$ cat src/rtl/design1_pkg.sv
// Shared types and helpers for the A9 byte-stream bit-reversal datapath.
package design1_pkg;

  localparam int DATA_W = 8;

  typedef logic [DATA_W-1:0] byte_t;

  // Mirror a byte: result bit i takes source bit DATA_W-1-i.
  function automatic byte_t bit_reverse(input byte_t b);
    byte_t r;
    r = 8'h00;
    for (int i = 0; i < DATA_W; i++) begin
      r[i] = b[DATA_W-1-i];
    end
    return r;
  endfunction

endpackage

$ cat src/rtl/design1_if.sv
// Byte-stream bundle: qualified input beat toward the core, result beat back out.
interface design1_if;
  import design1_pkg::*;

  byte_t in_tdata;
  logic  in_valid;
  byte_t out_tdata;
  logic  out_tvalid;

  modport slave (
    input  in_tdata,
    input  in_valid,
    output out_tdata,
    output out_tvalid
  );

  modport master (
    output in_tdata,
    output in_valid,
    input  out_tdata,
    input  out_tvalid
  );

endinterface

$ cat src/rtl/bitrev8.sv
// Purely combinational 8-bit bit reversal placed between the two pipeline stages.
module bitrev8
  import design1_pkg::*;
(
  input  byte_t din,
  output byte_t dout
);

  // Pure wiring permutation, no logic depth.
  always_comb begin
    dout = bit_reverse(din);
  end

endmodule

$ cat src/rtl/design1_core.sv
// Two-stage reversal pipeline: S1 captures the beat, S2 holds the mirrored byte and drives out.
module design1_core
  import design1_pkg::*;
(
  input  logic       clk,
  input  logic       rst_n,
  design1_if.slave   bus
);

  byte_t s1_data_q, s1_data_d;
  logic  s1_valid_q, s1_valid_d;
  byte_t s2_data_q, s2_data_d;
  logic  s2_valid_q, s2_valid_d;
  byte_t rev_s;

  bitrev8 u_bitrev8 (
    .din  (s1_data_q),
    .dout (rev_s)
  );

  // Next-state: data registers only load on a valid beat so the output byte holds across gaps.
  always_comb begin
    s1_valid_d = bus.in_valid;
    s1_data_d  = s1_data_q;
    s2_valid_d = s1_valid_q;
    s2_data_d  = s2_data_q;
    if (bus.in_valid) begin
      s1_data_d = bus.in_tdata;
    end else begin
      s1_data_d = s1_data_q;
    end
    if (s1_valid_q) begin
      s2_data_d = rev_s;
    end else begin
      s2_data_d = s2_data_q;
    end
  end

  // Pipeline registers; reset discards anything in flight.
  always_ff @(posedge clk or negedge rst_n) begin
    if (!rst_n) begin
      s1_data_q  <= 8'h00;
      s1_valid_q <= 1'b0;
      s2_data_q  <= 8'h00;
      s2_valid_q <= 1'b0;
    end else begin
      s1_data_q  <= s1_data_d;
      s1_valid_q <= s1_valid_d;
      s2_data_q  <= s2_data_d;
      s2_valid_q <= s2_valid_d;
    end
  end

  assign bus.out_tdata  = s2_data_q;
  assign bus.out_tvalid = s2_valid_q;

endmodule

$ cat src/rtl/design1_wrapper.sv
// Integration wrapper for the A9 bit-reversal stream; flat _0-suffixed ports map onto the core bundle.
module design1_wrapper
  import design1_pkg::*;
#(
  parameter int DATA_W = 8
) (
  input  logic              ap_clk_0,
  input  logic              ap_rst_n_0,
  input  logic [DATA_W-1:0] input_r_TDATA_0,
  input  logic              last_0,
  output logic [DATA_W-1:0] output_r_TDATA_0,
  output logic              output_r_TVALID_0
);

  if (DATA_W != 8) begin : g_width_check
    $error("design1_wrapper: only DATA_W = 8 is supported");
  end

  design1_if u_bus ();

  // Only a solid 1 on last_0 qualifies a beat.
  assign u_bus.in_tdata = input_r_TDATA_0;
  assign u_bus.in_valid = (last_0 == 1'b1);

  design1_core u_core (
    .clk   (ap_clk_0),
    .rst_n (ap_rst_n_0),
    .bus   (u_bus.slave)
  );

  assign output_r_TDATA_0  = u_bus.out_tdata;
  assign output_r_TVALID_0 = u_bus.out_tvalid;

endmodule

$ cat config.mk
export PLATFORM = sky130hd
export DESIGN_NAME = design1_wrapper
export DESIGN_NICKNAME = d
export VERILOG_FILES = /design/src/rtl/design1_pkg.sv /design/src/rtl/design1_if.sv /design/src/rtl/bitrev8.sv /design/src/rtl/design1_core.sv /design/src/rtl/design1_wrapper.sv
export SDC_FILE = /design/constraint.sdc
export NUM_CORES = 1
export LEC_CHECK = 0
export CAP_MARGIN = 20
export CELL_PAD_IN_SITES_DETAIL_PLACEMENT = 1
export CELL_PAD_IN_SITES_GLOBAL_PLACEMENT = 2
export CORE_MARGIN = 8
export CORE_UTILIZATION = 29
export DETAILED_ROUTE_END_ITERATION = 12
export PLACE_DENSITY_LB_ADDON = 0.1
export RECOVER_POWER = 50
export SLEW_MARGIN = 20
export SYNTH_ARGS = -nofsm -noshare
export SYNTH_HDL_FRONTEND = slang
export SYNTH_SLANG_ARGS = --single-unit
$ cat constraint.sdc
create_clock -name ap_clk_0 -period 0.85 [get_ports ap_clk_0]
set_input_delay 0.255 -clock ap_clk_0 [delete_from_list [all_inputs] [get_ports ap_clk_0]]
set_output_delay 0.255 -clock ap_clk_0 [all_outputs]
set_load 0.02 [all_outputs]
==> results <==
==> final timing paths <==
path | start | endpoint | slack, ns | cells past startpoint
max | u_core.bus.out_tdata[2] | output_r_TDATA_0[2] | -0.26 | 1
min | ap_rst_n_0 | u_core.bus.out_tvalid | 0.44 | 2
max reg2reg | u_core.s1_valid_q | u_core.bus.out_tdata[1] | -0.14 | 2
min reg2reg | u_core.s1_data_q[4] | u_core.bus.out_tdata[3] | 0.52 | 1
max in group asynchronous | ap_rst_n_0 | u_core.bus.out_tdata[1] | 0.10 | 2
min in group ap_clk_0 | last_0 | u_core.s1_valid_q | 0.47 | 2
==> sequential cells by signal, indices dropped and copies added, names as in the netlist <==
signal	count
u_core.bus.out_tvalid	1
u_core.s1_valid_q	1
u_core.s1_data_q	8
u_core.bus.out_tdata	8
==> final cells by class <==
| type | count | area [um^2] |
|---|---|---|
| well taps | 30 | 37.5 |
| clock buffers | 4 | 36.3 |
| flip-flops and latches | 18 | 450 |
| fillers | 235 | 1280 |
| repair buffers | 32 | 363 |
| multi-input cells | 16 | 240 |
==> synthesized netlist by cell type <==
| master | count |
|---|---|
| mux2_4 | 16 |
| dfrtp_1 | 18 |
| buf_6 | 2 |
==> what timing repair did <==
| action | in CTS | in global routing |
|---|---|---|
| hold endpoints to repair | 0 | 0 |
| endpoints found under the setup margin | 25 | 17 |
| cloned | 1 | 0 |
| setup buffers | 7 | 6 |
| gates resized for setup | 58 | 3 |
==> routing by layer <==
metal  track usage (%)  part of all wire (%)  vias up
met5                 0                     0        -
met4              4.09                  0.50        0
met3              3.40                   6.6        2
met2              13.5                    50       13
met1              9.62                    43      206
li1                  -                     -      193
==> through the flow <==
step / power, uW / std cells / hold slack [ns]
final: 2150 / 100 / 0.438
after global routing: 2270 / 100 / 0.457
after CTS: 2150 / 99 / 0.298
after detailed placement: 1530 / 87 / 0.496
after global placement: 1500 / 87 / 0.495
after floorplan: 1270 / 36 / -0.0406
==> logic make-up after synthesis <==
| family | share of synthesized area, % |
|---|---|
| mux | 33.7 |
| buf+inv | 3.16 |
| flops | 63.2 |
==> power breakdown <==
| part | total [uW] | internal [uW] | switching (uW) |
|---|---|---|---|
| Sequential | 1030 | 956 | 76.7 |
| Combinational | 599 | 403 | 196 |
| Clock | 519 | 261 | 258 |
| Total | 2150 | 1620 | 531 |
==> summary.txt <==
Synth
  – Yosys reg bits: 18
  – Post-Syn Area: 713 um^2
  – Synth area leader: dfrtp_1
  – Post-synth cell types: 3
  – Gate Count Post-Synth: 36
  – Post-synthesis sequential area ratio: 63.2%
  – Synth warnings: 0
  – Avg Cell Area, Syn: roughly 20 um^2
  – Syn nets: 47
  – Post-synth top area share: roughly 63%
  – Synth area leaders: dfrtp_1 (63%), mux2_4 (34%), buf_6 (3.2%)

Die
  – Die Ht: roughly 66 um
  – Row cnt: 18
  – Number of I/O pins: 20
  – Die Area: between 0.004 and 0.005 mm^2
  – Initial Utilization: between 20% and 30%
  – Die Span X: 65.6 um
  – Core box area: ~0.0024 mm^2

Min path
  – Worst min path class: in -> async

Clock tree
  – Hold buffers post-CTS: 0
  – Clk sink count: 18
  – Clock buffer depth: 2
  – Clock Latency Late Sink: slightly below 0.3 ns
  – CTS clk-pin slew, worst paths: approximately 0.1 ns
  – Total CTS buffers: 3
  – CTS tree: built
  – H-tree levels: 1
  – Clock root buffer: clkbuf_4

Placement
  – RePlAce Congestion: between 0.6 and 0.7
  – Setup WS pre-CTS: -0.503 ns
  – DP Area: ~990 um^2
  – Port bufs: 19
  – Hpwl dp: ~1.2 mm

STA
  – Final hold viol count: 0
  – Clk_skew: ~0.0057 ns
  – Final setup fails: 17
  – Tightest Pin Transition: approximately 0.44 ns
  – Post-layout minimum cycle time: about 1.1 ns
  – Tcrit/Tclk final: 131%
  – RSZ-0062 raised after global routing: yes
  – FMAX: roughly 0.9 GHz
  – Rel. slew slack: 70.5%
  – Setup TNS: -3.20 ns
  – Fin. max-slew vios: 0
  – Final setup margin: -0.263 ns

Power and ir drop
  – Worst IR Drop VDD: between 1 and 1.5 mV
  – P_leak: 0.000548 uW
  – PwrDens: between 1500 and 2000 mW/mm^2

Final layout
  – Total Nets Final: 82
  – Ant diodes: 0
  – Layout cell share with drive strength beyond 1: 61.4%
  – Syn-to-layout area delta: 58.1%
  – Final Cell Area: around 0.0011 mm^2
  – Final core utilization: between 40% and 50%
  – Most frequent cells in the layout: dfrtp_1 (18), mux2_4 (16), buf_6 (13)
  – Commonest non-fill, non-tap cell in the layout: dfrtp_1

Setup path
  – Crit-path leading delay family: flip-flops
  – CP cell instances: buf_6
  – Crit-path max FO: 2
  – Critical Path End Type: output pin
  – Buf/Inv on CP: 1
  – Setup CP Type: reg -> out
  – Req. time, crit path: 0.59 ns
  – Startpoint types: flip-flop
  – CP max-delay cell: dfrtp_1
  – Crit path largest cell delay: ~0.43 ns
  – Data arrival time of the critical path: between 0.8 and 0.9 ns

Run status
  – Status: finished with violations
  – Violated checks: negative setup slack

Drt
  – DRC Markers: 0
  – Via count: between 400 and 500
  – Drt via density: 4.14
  – Initial DRC count: 1
  – Final antenna-violating net count: 0
  – Routed Wire Length: 1.62 mm
  – Routed length per instance: 16.2 um
  – Drt first pass iters: 3

Global route
  – First-pass GRT wire length: approximately 2.8 mm
  – GRT Overall Usage: ~8.5%
  – Vias in the first global route: 521
  – Initial antenna violation count: 0
  – Largest net degree at the start of global routing: 19
  – GR Overflow Total: 0

Run
  – Max-cap violations: 0
Power figures use the tool's default switching activity.
